**src/rtl/io_merge_align.sv**
```systemverilog
// io_merge_align
// Recombines a complementary pad pair (din_p/din_n) into one qualified,
// clock-aligned data bit. Each leg is synchronized separately. The pair is then
// classified as V1 (1,0), V0 (0,1) or INV (p==n). A run of FILT_CYC identical
// valid samples is needed before dout changes. A run of ERR_CYC INV samples
// while locked raises a sticky pair fault.
//
// Ports:
//   clk       sampling clock
//   reset     asynchronous, active-high reset
//   din_p     positive leg, asynchronous to clk
//   din_n     negative leg, asynchronous to clk
//   en        receiver enable; low returns to WAIT and holds dout
//   err_clr   single-cycle pulse that leaves FAULT
//   dout      recombined single-ended data
//   dout_vld  high while dout is qualified (LOCK)
//   pair_err  sticky pair-integrity fault
//   edge_cnt  count of dout transitions in LOCK (wraps)
module io_merge_align #(
    parameter int SYNC_STAGES = 2,
    parameter int FILT_CYC    = 3,
    parameter int ERR_CYC     = 4,
    parameter int CNT_W       = 4
) (
    input  logic             clk,
    input  logic             reset,
    input  logic             din_p,
    input  logic             din_n,
    input  logic             en,
    input  logic             err_clr,
    output logic             dout,
    output logic             dout_vld,
    output logic             pair_err,
    output logic [CNT_W-1:0] edge_cnt
);

    localparam int FILT_W = $clog2(FILT_CYC + 1);
    localparam int ERR_W  = $clog2(ERR_CYC + 1);

    typedef enum logic [1:0] {
        ST_WAIT  = 2'd0,
        ST_LOCK  = 2'd1,
        ST_FAULT = 2'd2
    } state_t;

    // The synchronizers reset to the V0 pattern. An idle pad is therefore
    // seen as a valid 0 rather than as an INV pair.
    logic [SYNC_STAGES-1:0] sync_p_reg;
    logic [SYNC_STAGES-1:0] sync_n_reg;

    always_ff @(posedge clk or posedge reset) begin
        if (reset) begin
            sync_p_reg <= '0;
            sync_n_reg <= '1;
        end else begin
            sync_p_reg <= {sync_p_reg[SYNC_STAGES-2:0], din_p};
            sync_n_reg <= {sync_n_reg[SYNC_STAGES-2:0], din_n};
        end
    end

    logic sample_p;
    logic sample_n;
    logic sample_valid;

    assign sample_p     = sync_p_reg[SYNC_STAGES-1];
    assign sample_n     = sync_n_reg[SYNC_STAGES-1];
    assign sample_valid = sample_p ^ sample_n;

    state_t            state_reg, state_next;
    logic [FILT_W-1:0] filt_cnt_reg, filt_cnt_next;
    logic [ERR_W-1:0]  inv_cnt_reg, inv_cnt_next;
    logic              cand_reg, cand_next;
    logic              dout_reg, dout_next;
    logic              dout_vld_reg, dout_vld_next;
    logic              pair_err_reg, pair_err_next;
    logic [CNT_W-1:0]  edge_cnt_reg, edge_cnt_next;

    logic [FILT_W-1:0] run_len;
    logic [ERR_W-1:0]  inv_run;

    always_comb begin
        state_next    = state_reg;
        filt_cnt_next = filt_cnt_reg;
        inv_cnt_next  = inv_cnt_reg;
        cand_next     = cand_reg;
        dout_next     = dout_reg;
        dout_vld_next = dout_vld_reg;
        pair_err_next = pair_err_reg;
        edge_cnt_next = edge_cnt_reg;
        run_len       = FILT_W'(1);
        // The INV run saturates at ERR_CYC. Outside LOCK it has no effect,
        // and the next valid sample clears it anyway.
        inv_run       = (inv_cnt_reg == ERR_W'(ERR_CYC)) ? inv_cnt_reg
                                                         : inv_cnt_reg + 1'b1;

        case (state_reg)
            ST_FAULT: begin
                filt_cnt_next = '0;
                inv_cnt_next  = '0;
                if (err_clr) begin
                    state_next    = ST_WAIT;
                    pair_err_next = 1'b0;
                end
            end

            ST_WAIT, ST_LOCK: begin
                if (!en) begin
                    state_next    = ST_WAIT;
                    dout_vld_next = 1'b0;
                    filt_cnt_next = '0;
                    inv_cnt_next  = '0;
                end else if (!sample_valid) begin
                    filt_cnt_next = '0;
                    inv_cnt_next  = inv_run;
                    // Fault entry takes priority. err_clr is not examined
                    // outside FAULT.
                    if (state_reg == ST_LOCK && inv_run == ERR_W'(ERR_CYC)) begin
                        state_next    = ST_FAULT;
                        pair_err_next = 1'b1;
                        dout_vld_next = 1'b0;
                        inv_cnt_next  = '0;
                    end
                end else begin
                    inv_cnt_next = '0;
                    if (state_reg == ST_WAIT) begin
                        // A valid sample that differs from the current
                        // candidate starts a new run at length 1.
                        if (filt_cnt_reg != '0 && sample_p == cand_reg)
                            run_len = filt_cnt_reg + 1'b1;
                        if (run_len == FILT_W'(FILT_CYC)) begin
                            state_next    = ST_LOCK;
                            dout_next     = sample_p;
                            dout_vld_next = 1'b1;
                            filt_cnt_next = '0;
                        end else begin
                            filt_cnt_next = run_len;
                            cand_next     = sample_p;
                        end
                    end else begin
                        // In LOCK, only samples opposite to dout build a run.
                        if (sample_p == dout_reg) begin
                            filt_cnt_next = '0;
                        end else begin
                            run_len = filt_cnt_reg + 1'b1;
                            if (run_len == FILT_W'(FILT_CYC)) begin
                                dout_next     = ~dout_reg;
                                edge_cnt_next = edge_cnt_reg + 1'b1;
                                filt_cnt_next = '0;
                            end else begin
                                filt_cnt_next = run_len;
                            end
                        end
                    end
                end
            end

            default: begin
                state_next    = ST_WAIT;
                dout_vld_next = 1'b0;
                filt_cnt_next = '0;
                inv_cnt_next  = '0;
            end
        endcase
    end

    always_ff @(posedge clk or posedge reset) begin
        if (reset) begin
            state_reg    <= ST_WAIT;
            filt_cnt_reg <= '0;
            inv_cnt_reg  <= '0;
            cand_reg     <= 1'b0;
            dout_reg     <= 1'b0;
            dout_vld_reg <= 1'b0;
            pair_err_reg <= 1'b0;
            edge_cnt_reg <= '0;
        end else begin
            state_reg    <= state_next;
            filt_cnt_reg <= filt_cnt_next;
            inv_cnt_reg  <= inv_cnt_next;
            cand_reg     <= cand_next;
            dout_reg     <= dout_next;
            dout_vld_reg <= dout_vld_next;
            pair_err_reg <= pair_err_next;
            edge_cnt_reg <= edge_cnt_next;
        end
    end

    assign dout     = dout_reg;
    assign dout_vld = dout_vld_reg;
    assign pair_err = pair_err_reg;
    assign edge_cnt = edge_cnt_reg;

endmodule

```
**config.mk**
```make
export PLATFORM = sky130hd
export DESIGN_NAME = io_merge_align
export DESIGN_NICKNAME = d
export VERILOG_FILES = /design/src/rtl/io_merge_align.sv
export SDC_FILE = /design/constraint.sdc
export NUM_CORES = 1
export LEC_CHECK = 0
export CAP_MARGIN = 20
export CORE_MARGIN = 2
export CORE_UTILIZATION = 57
export DETAILED_ROUTE_END_ITERATION = 6
export PLACE_DENSITY = 0.89
export SKIP_LAST_GASP = 1
export SLEW_MARGIN = 20
export SYNTH_ARGS = -nofsm -noshare
export SYNTH_HDL_FRONTEND = slang
export SYNTH_SLANG_ARGS = --single-unit
```
**constraint.sdc**
```tcl
create_clock -name clk -period 5.1 [get_ports clk]
set_clock_uncertainty 0.2 [all_clocks]
set_input_delay 1.02 -clock clk [delete_from_list [all_inputs] [get_ports clk]]
set_output_delay 1.02 -clock clk [all_outputs]
set_load 0.01 [all_outputs]
```
== Word level (Yosys, flattened, before mapping) ==
Cells that the tools add are included.

* Output and inout bits: 7
* Bits of input ports: 6
* Logic and storage cells: 88
* Register bits: 19

* Bitwise operators: 6
* $add $sub $neg: 3
* Reductions and logical operators: 13
* Equal/unequal tests: 17
* Mux-type cells: 39

{| class="wikitable"
|+ Operators with widths
! operator !! count
|-
| 2-bit two-way mux || 18
|-
| 3-bit two-way mux || 5
|-
| 1-bit two-way mux || 13
|-
| 4-bit != test, second input constant || 3
|-
| 6-bit AND reduction || 2
|-
| 2-bit != test, second input constant || 5
|-
| 5-bit AND reduction || 2
|-
| 4-bit AND reduction || 2
|-
| 2-bit equality test, second input constant || 3
|-
| 3-bit equality test, second input constant || 2
|-
| 2-bit nonzero test || 3
|-
| 1-bit NOT || 5
|-
| 4-bit by 1-bit adder with 4-bit output, second input constant || 1
|-
| 1-bit one-hot mux with 2 select lines || 2
|-
| 2-bit one-hot mux with 2 select lines || 1
|-
| 3-bit by 1-bit adder with 3-bit output, second input constant || 1
|-
| 2-bit by 1-bit adder with 2-bit output, second input constant || 1
|-
| 1-bit equality test || 2
|-
| 2-bit by 1-bit equality test with 1-bit output, second input constant || 1
|-
| 1-bit logical AND || 2
|-
| 2-bit logical NOT || 1
|-
| 2-bit by 1-bit != test with 1-bit output, second input constant || 1
|-
| 2-bit OR reduction || 1
|-
| 1-bit XOR || 1
|}

== Depth between registers and ports, before layout ==
Gate-level depths: netlist of run 1.

* Word-level depth: 13
* Depth in mapped cells: 6
* Mapped depth without buffers: 6

== Worst setup path after synthesis of run 1 ==
OpenSTA, ideal clock, no wires.

* Path type: input -> register
* From: input port en
* To: register cand_reg
* Data required time: 4773 ps
* Arrival time: 1917 ps
* Slack: 2855 ps
* Library setup time: 127 ps
* Stages on the path: 4
* Buffers on the path: 0
* Cells stage by stage: nand2b_1 -> or3b_4 -> nor2_2 -> mux2_1

* Cells in the longest elaborated chain, start to end: 1

{| class="wikitable"
|+ Ends and longest elaborated chain
! item !! RTL line !! source
|-
| from (decl) || 29 || <nowiki>input logic en,</nowiki>
|-
| 5-bit AND reduction (no line) || -- ||
|-
| to (signal assigned) || 180 || <nowiki>cand_reg <= cand_next;</nowiki>
|-
| to (decl) || 72 || <nowiki>logic cand_reg, cand_next;</nowiki>
|}

Every way passes these cells.
A chain may end at the register's enable or synchronous reset.

== Final worst setup path of run 1 ==
* From: register dout_reg, in the netlist dout
* To: output port dout

{| class="wikitable"
|+ RTL lines
! item !! RTL line !! source
|-
| from (decl) || 73 || <nowiki>logic dout_reg, dout_next;</nowiki>
|-
| from (signal assigned) || 181 || <nowiki>dout_reg <= dout_next;</nowiki>
|-
| to (decl) || 31 || <nowiki>output logic dout,</nowiki>
|}

No word-level cell between the ends.

==> flow_metrics.tcl, run 1 <==
set metrics [dict create \
    fin_util 0.696 \
    clk_latency_ns 0.30 \
    synth_ff_type "dfrtp_1" \
    synth.area.top_cells "dfrtp_1, ha_1, dfstp_2" \
    drv_cap 0 \
    cp_slowest_cell "clkdlybuf4s50_1" \
    cts-root-buf "clkbuf_4" \
    track_usage 0.201 \
    rsz0062_at_grt "no" \
    antenna_found_initial 0 \
    yosys.area_share.adder 0.0870 \
    post_cts_resized 0 \
    cp_top_family "buffers and inverters" \
    cts_tree "done" \
    hold_viol 0 \
    dr_total_vias 715 \
    drtPass1Iterations 3 \
    synth_edf_count 0 \
    grt_pass1_wl_um 2860 \
    dieArea_um2 2120 \
    crit-reg2reg-launch "sync_n_reg[1]$_DFF_PP1_" \
    io_pins 13 \
    crit_buf_inv 1 \
    cts_setup_buffers 0 \
    fmax_mhz 395 \
    grt.busiest_layer "met2" \
    worstSetupStartpointType "flip-flop" \
    holdPathStages 0 \
    syn_area_per_cell_um2 11.1 \
    ff2ff_path_depth 4 \
    core_um2 1690 \
    synth_common_cells "dfrtp_1, nand2_1, ha_1, inv_1" \
    yosys.area.top_type "dfrtp_1" \
    fillers 133 \
    synth-compound-area-share 0.132 \
    drt_iter0_markers 11 \
    grt_max_degree 20 \
    synthMuxAreaShare 0.0224 \
    critPathMaxFanout 5 \
    syn_nets 104 \
    setup-tns-final_ns 0 \
    r2r_slack_ns 3.03 \
    met2_usage 0.311 \
    worst_pin_slew_ns 0.682 \
    synth_top_family_by_area "simple AND/OR/NAND/NOR gates" \
    async_flop_share 1.00 \
    setup_viol 0 \
    cts_buffers 3 \
    drive_above_1_share 0.140 \
    diodes 0 \
    crit_path_end_kind "output port" \
    portBuffers 12 \
    use_met3 0.0595 \
    hpwlAfterDp_um 1320 \
    largest_reg_flops 4 \
    slew_headroom 0.545 \
    area_growth_pct 16.8 \
    ys_seq_elements 19 \
    p_leak_nw 0.529 \
    synth_seq_area_share 0.475 \
    clkSlewWorstSetupHoldPaths_ns 0.11 \
    path_cells "clkdlybuf4s50_1" \
    std_cell_rows 15 \
    die_w_um 46.0 \
    yosys_warnings 0 \
    viasPerCell 5.77 \
    synth_xor_xnor_area_share 0.0509 \
    required_ns 3.88 \
    status "finished clean" \
    ctsHoldBuffers 0 \
    floorplan.initialDensity 0.596 \
    hold_start "sync_p_reg[0]$_DFF_PP0_" \
    fp.dieH_um 46.0 \
    layout_setup_ws_ns 2.57 \
    place_ws_ns 2.28 \
    min_period_ns 2.53 \
    timing.rr.end "cand_reg$_DFFE_PP0P_" \
    grt_pass1_vias 647 \
    grt_use_met1 0.246 \
    synth.distinct_cells 34 \
    slew_viol_final 0 \
    wl_per_cell_um 14.3 \
    yosysMostFrequentCell "dfrtp_1" \
    whs_endpoint "sync_p_reg[1]$_DFF_PP0_" \
    postRouteAntennaNets 0 \
    max_stage_delay_ns 0.57 \
    nNetsFinal 121 \
    synth_cells 91 \
    peakVddDrop_mv 0.177 \
    clk_path_buf_depth 2 \
    finalWirelength_um 1770 \
    netlist.area_leader.share 0.422 \
    htreeDepth 1 \
    powerDensity_nw_per_um2 240 \
    gp_congestion 0.789 \
    gr-total-overflow 0 \
    drc 0 \
    cp.arrival_ns 1.31 \
    synthesis.area_um2 1010 \
    synth-simple-area-share 0.207 \
    worstSetupPathType "flip-flop to output port" \
    hold_path.class "flip-flop to flip-flop" \
    layout_worst_path_cycle_share 0.496 \
    cts.sinks 19 \
]
-- per-layer routing --
| metal | vias to the layer above | wire [µm] |
|---|---|---|
| li1 | 350 | - |
| met1 | 345 | 823 |
| met2 | 15 | 856 |
| met3 | 5 | 49 |
| met4 | 0 | 37 |
| met5 | - | 0 |
-- area by class of cell --
cell class | count | area (µm²) | share of cell area
inverter | 7 | 26.3 | 0.0223
multi-input combinational | 65 | 503 | 0.428
sequential | 19 | 478 | 0.406
clock buffer | 3 | 22.5 | 0.0191
tap | 17 | 21.3 | 0.0181
clock inverter | 1 | 5.00 | 0.00426
timing repair buffer | 12 | 120 | 0.102
-- cells in the final DEF (no fill, tap or decap) --
cell / n
mux2_1: 2
nor3_1: 2
o41ai_2: 1
clkdlybuf4s50_1: 12
dfrtp_1: 17
nand4_1: 1
o31ai_1: 1
or3b_4: 2
a311oi_1: 1
nor4b_2: 1
xnor2_1: 2
o31a_1: 1
a211oi_4: 1
o21ai_1: 1
clkbuf_4: 3
clkinv_2: 1
nor2_2: 1
a31o_2: 1
nor4bb_1: 1
nand3b_1: 3
nor2_1: 4
inv_1: 7
o21ai_0: 4
ha_1: 7
xor2_1: 2
nand2_1: 9
and3b_1: 2
dfstp_2: 2
o21a_1: 1
nor2b_1: 3
a31oi_1: 1
or2_2: 1
and2_1: 1
o32ai_1: 1
xor2_2: 1
nand2b_1: 3
a21oi_1: 3
-- power by group --
part	switching (mW)	internal (mW)	total [mW]	leakage, nW
logic	0.0203	0.0194	0.0397	0.262
clock network	0.0473	0.0293	0.0766	0.0177
registers	0.00801	0.158	0.166	0.249
-- worst max-delay path by stage --
stage	slack (ns)	endpoint	cells past startpoint	startpoint
after global routing	2.50	edge_cnt[0]	1	edge_cnt[0]$_DFFE_PP0P_
after detailed placement	2.28	cand_reg$_DFFE_PP0P_	5	en
final	2.57	dout	1	dout$_DFFE_PP0P_
after floorplan	2.86	cand_reg$_DFFE_PP0P_	4	en
after CTS	2.55	edge_cnt[0]	1	edge_cnt[0]$_DFFE_PP0P_
after global placement	2.31	cand_reg$_DFFE_PP0P_	5	en
-- kinds of logic after synthesis --
| logic type | Yosys count |
|---|---|
| AND/OR/NAND/NOR | 34 |
| flip-flops | 19 |
| AO/OA/AOI/OAI | 17 |
| buffers and inverters | 7 |
| adder cells (fa/ha/maj) | 7 |
| XOR/XNOR | 5 |
| multiplexers | 2 |
-- metrics by stage --
| step | power (mW) | hold WS (ns) | cell area, µm² | instances |
|---|---|---|---|---|
| 4_1_cts | 0.286 | 0.168 | 1180 | 124 |
| 3_5_place_dp | 0.209 | 0.143 | 1150 | 120 |
| 3_3_place_gp | 0.206 | 0.136 | 1150 | 120 |
| 5_1_grt | 0.301 | 0.172 | 1180 | 124 |
| 6_report | 0.283 | 0.165 | 1180 | 124 |
| 2_1_floorplan | 0.194 | 0.131 | 1010 | 91 |
Note: power is estimated with default switching activity, not from simulation.
==> run 2: changes to the inputs <==
--- a/config.mk
+++ b/config.mk
@@ -6,10 +6,11 @@
 export NUM_CORES = 1
 export LEC_CHECK = 0
 export CAP_MARGIN = 20
+export CORE_ASPECT_RATIO = 0.7
 export CORE_MARGIN = 2
-export CORE_UTILIZATION = 57
+export CORE_UTILIZATION = 48
 export DETAILED_ROUTE_END_ITERATION = 6
-export PLACE_DENSITY = 0.89
+export PLACE_DENSITY = 0.81
 export SKIP_LAST_GASP = 1
 export SLEW_MARGIN = 20
 export SYNTH_ARGS = -nofsm -noshare
==> constraint.sdc (replaced) <==
create_clock -name clk -period 2.26 [get_ports clk]
set_clock_uncertainty 0.2 [all_clocks]
set_input_delay 0.452 -clock clk [delete_from_list [all_inputs] [get_ports clk]]
set_output_delay 0.452 -clock clk [all_outputs]
set_load 0.01 [all_outputs]
==> flow_metrics.tcl, run 2 (synthesis results as in run 1) <==
set metrics [dict create \
    min_period_ns 2.08 \
    hpwlAfterDp_um 1450 \
    hold_viol 0 \
    drt_iter0_markers 30 \
    fmax_mhz 480 \
    wl_per_cell_um 14.0 \
    status "finished clean" \
    die_w_um 58.8 \
    clk_path_buf_depth 2 \
    slew_viol_final 0 \
    whs_ns 0.159 \
    htreeDepth 1 \
    p_leak_nw 0.539 \
    dieArea_um2 2490 \
    gr-total-overflow 0 \
    finalWirelength_um 1830 \
    worstSetupStartpointType "flip-flop" \
    std_cell_rows 13 \
    path_cells "xor2_2, or3b_4, nor2_2, mux2_1" \
    max_stage_delay_ns 0.60 \
    cts_buffers 3 \
    drv_cap 0 \
    drive_above_1_share 0.156 \
    worstSetupPathType "flip-flop to flip-flop" \
    antenna_found_initial 0 \
    slew_headroom 0.672 \
    mostFrequentLayoutCell "dfrtp_1" \
    dr_total_vias 696 \
    post_cts_resized 0 \
    cts_tree "done" \
    diodes 0 \
    cp.arrival_ns 2.07 \
    drc 0 \
    fp.dieH_um 42.3 \
    cts.sinks 19 \
    portBuffers 12 \
    drtPass1Iterations 4 \
    grt_pass1_wl_um 3150 \
    crit_buf_inv 0 \
    crit_path_end_kind "flip-flop" \
    cp_slowest_cell "dfstp_2" \
    worst_pin_slew_ns 0.490 \
    floorplan.initialDensity 0.525 \
    use_met3 0.0679 \
    powerDensity_nw_per_um2 533 \
    ctsHoldBuffers 0 \
    critPathMaxFanout 7 \
    cts-root-buf "clkbuf_4" \
    core_um2 1920 \
    peakVddDrop_mv 0.400 \
    layout_worst_path_cycle_share 0.922 \
    gp_congestion 0.837 \
    cp_top_family "flip-flops" \
    area_growth_pct 18.9 \
    hold_path.class "flip-flop to flip-flop" \
    clkSlewWorstSetupHoldPaths_ns 0.11 \
    io_pins 13 \
    clk_latency_ns 0.29 \
    setup-tns-final_ns 0 \
    final_cell_mix "dfrtp_1, clkdlybuf4s50_1, nand2_1, inv_1, ha_1" \
    met2_usage 0.276 \
    nNetsFinal 123 \
    viasPerCell 5.31 \
    rsz0062_at_grt "no" \
    design_area_um2 1200 \
    setup_viol 0 \
    required_ns 2.25 \
    dpl_cell_area_um2 1170 \
    grt_max_degree 20 \
    cts_setup_buffers 0 \
    grt_use_met1 0.217 \
    grt.busiest_layer "met2" \
    grt_pass1_vias 714 \
    largest_reg_flops 4 \
    track_usage 0.172 \
    postRouteAntennaNets 0 \
]
## run 2: cell count changes in the layout (fill, tap and decap cells not counted)
cell   delta
buf_4     +2
## run 2: cell type report
cell class | instances | area (µm²)
fill | 170 | 722
multi-input combinational | 65 | 503
sequential | 19 | 478
timing repair buffer | 14 | 135
tap | 22 | 27.5
inverter | 7 | 26.3
clock buffer | 3 | 22.5
clock inverter | 1 | 5.00
## run 2: final timing paths
| path | endpoint | slack, ns | depth (start not counted) | startpoint |
|---|---|---|---|---|
| setup / recovery | cand_reg$_DFFE_PP0P_ | 0.18 | 4 | sync_n_reg[1]$_DFF_PP1_ |
| hold / removal | sync_p_reg[1]$_DFF_PP0_ | 0.16 | 0 | sync_p_reg[0]$_DFF_PP0_ |
| setup reg to reg | cand_reg$_DFFE_PP0P_ | 0.18 | 4 | sync_n_reg[1]$_DFF_PP1_ |
| hold reg to reg | sync_p_reg[1]$_DFF_PP0_ | 0.16 | 0 | sync_p_reg[0]$_DFF_PP0_ |
| max in group asynchronous | sync_n_reg[1]$_DFF_PP1_ | 1.33 | 3 | reset |
| min in group asynchronous | edge_cnt[0]$_DFFE_PP0P_ | 0.27 | 3 | reset |
## run 2: worst register-to-register path: cells and delay by family, from the launching register on
kind / cells / cell delay [ns]
AND/OR/NAND/NOR: 2 / 0.57
multiplexers: 1 / 0.33
XOR/XNOR: 1 / 0.29
flip-flops: 1 / 0.60
## run 2: power by group
group / switching [mW] / internal, mW
clock network: 0.104 / 0.0659
logic: 0.0481 / 0.0461
registers: 0.0173 / 0.357
total: 0.169 / 0.469
## run 2: metrics by stage
stage,total power [mW],instances,setup slack (ns),util
after floorplan,0.438,91,0.339,-
after global placement,0.470,127,0.128,0.610
after detailed placement,0.477,127,0.0773,0.610
after CTS,0.647,131,0.161,0.624
after global routing,0.677,131,0.0877,0.624
final,0.639,131,0.177,0.624
## run 2: metal layers
metal / share of wire / vias up
met5: 0 / -
met3: 0.039 / 4
met2: 0.48 / 15
li1: - / 354
met4: 0.015 / 0
met1: 0.47 / 323
==> run 3: changes to the inputs <==
--- a/config.mk
+++ b/config.mk
@@ -10,7 +10,9 @@
 export CORE_MARGIN = 2
 export CORE_UTILIZATION = 48
 export DETAILED_ROUTE_END_ITERATION = 6
-export PLACE_DENSITY = 0.81
+export HOLD_SLACK_MARGIN = 0.1
+export PLACE_DENSITY = 0.74
+export SETUP_SLACK_MARGIN = 0.2
 export SKIP_LAST_GASP = 1
 export SLEW_MARGIN = 20
 export SYNTH_ARGS = -nofsm -noshare
==> flow_metrics.tcl, run 3 (synthesis results as in run 1) <==
set metrics [dict create \
    required_ns 1.61 \
    dieArea_um2 2490 \
    drt_iter0_markers 18 \
    cp_slowest_cell "clkdlybuf4s50_1" \
    grt_max_degree 14 \
    path_cells "clkdlybuf4s50_1" \
    powerDensity_nw_per_um2 528 \
    power_mw 0.642 \
    die_w_um 58.8 \
    cts-root-buf "clkbuf_4" \
    clkSlewWorstSetupHoldPaths_ns 0.10 \
    crit_path_end_kind "output port" \
    p_switching_mw 0.168 \
    layout_worst_path_cycle_share 0.860 \
    gp_congestion 0.826 \
    clk_path_buf_depth 2 \
    p_leak_nw 0.545 \
    drv_cap 0 \
    setup_viol 0 \
    slew_headroom 0.728 \
    grt_pass1_vias 694 \
    wl_per_cell_um 13.8 \
    finalWirelength_um 1820 \
    cp_top_family "buffers and inverters" \
    viasPerCell 5.33 \
    diodes 0 \
    core_um2 1920 \
    cts_tree "done" \
    setup-tns-final_ns 0 \
    track_usage 0.175 \
    switching_share 0.262 \
    power.share.clock 0.260 \
    hpwlAfterDp_um 1500 \
    std_cell_rows 13 \
    slew_viol_final 0 \
    fp.dieH_um 42.3 \
    cts_setup_buffers 0 \
    max_stage_delay_ns 0.57 \
    hold_viol 0 \
    combPwrFrac 0.154 \
    worst_pin_slew_ns 0.402 \
    min_period_ns 1.94 \
    clk_latency_ns 0.30 \
    final_cells 132 \
    fin_util 0.633 \
    drc 0 \
    postRouteAntennaNets 0 \
    floorplan.initialDensity 0.525 \
    peakVddDrop_mv 0.270 \
    cts.sinks 19 \
    rsz0062_at_grt "no" \
    area_growth_pct 20.6 \
    htreeDepth 1 \
    cp.arrival_ns 1.29 \
    drive_above_1_share 0.173 \
    nNetsFinal 124 \
    worstSetupPathType "flip-flop to output port" \
    mostFrequentLayoutCell "dfrtp_1" \
    power_frac_seq 0.586 \
    gr-total-overflow 0 \
    hold_path.class "input port to async pin" \
    worstSetupStartpointType "flip-flop" \
    grt_pass1_wl_um 3150 \
    final_cell_mix "dfrtp_1, clkdlybuf4s50_1, nand2_1, inv_1, ha_1" \
    antenna_found_initial 0 \
    crit_buf_inv 1 \
    p_int_mw 0.473 \
    largest_reg_flops 4 \
    fmax_mhz 515 \
    place_inst 128 \
    dr_total_vias 704 \
    fillers 171 \
    drtPass1Iterations 4 \
    portBuffers 12 \
    io_pins 13 \
    status "finished clean" \
    critPathMaxFanout 4 \
    cts_buffers 3 \
]
-- run 3: cell count changes in the layout (fill, tap and decap cells not counted), sizes merged --
cell and delta:
buf +1
-- run 3: path summary, 6_finish.rpt --
check	slack, ns	cells after the start	start	end
max	0.32	1	edge_cnt[0]$_DFFE_PP0P_	edge_cnt[0]
min	0.16	2	reset	cand_reg$_DFFE_PP0P_
max reg2reg	0.33	4	sync_n_reg[1]$_DFF_PP1_	cand_reg$_DFFE_PP0P_
min reg2reg	0.16	0	sync_n_reg[0]$_DFF_PP1_	sync_n_reg[1]$_DFF_PP1_
max in group asynchronous	1.17	3	reset	sync_n_reg[0]$_DFF_PP1_
min in group clk	0.16	0	sync_n_reg[0]$_DFF_PP1_	sync_n_reg[1]$_DFF_PP1_
-- run 3: per-layer routing --
layer / vias to the layer above / track usage / wire [µm]
li1: 354 / - / -
met1: 327 / 0.237 / 919
met2: 21 / 0.258 / 808
met3: 2 / 0.0648 / 82
met4: 0 / 0.0545 / 12
met5: - / 0 / 0
-- run 3: repair_timing --
item	CTS	global route
gates resized for setup	0	2
endpoints found under the setup margin	0	2
hold buffers	0	0
-- run 3: layout make-up --
| cell class | instances | area, µm² | area share |
|---|---|---|---|
| multi-input combinational | 65 | 512 | 0.421 |
| clock buffer | 3 | 22.5 | 0.0185 |
| timing repair buffer | 15 | 143 | 0.117 |
| tap | 22 | 27.5 | 0.0227 |
| clock inverter | 1 | 5.00 | 0.00412 |
| sequential | 19 | 479 | 0.394 |
| inverter | 7 | 26.3 | 0.0216 |
-- run 3: power groups by stage --
stage          logic (mW)  clock network, mW  registers [mW]
2_1_floorplan      0.0595                  0           0.379
4_1_cts            0.0963              0.175           0.375
5_1_grt             0.110              0.190           0.378
3_5_place_dp       0.0959                  0           0.381
3_3_place_gp       0.0933                  0           0.380
6_report           0.0987              0.167           0.376
-- run 3: stage by stage --
step / setup WS, ns / hold slack, ns / cell area, µm²
global route: 0.240 / 0.168 / 1210
global placement: 0.117 / 0.135 / 1180
finish: 0.317 / 0.162 / 1210
detailed placement: 0.0599 / 0.144 / 1180
floorplan: 0.339 / 0.131 / 1010
CTS: 0.210 / 0.165 / 1200
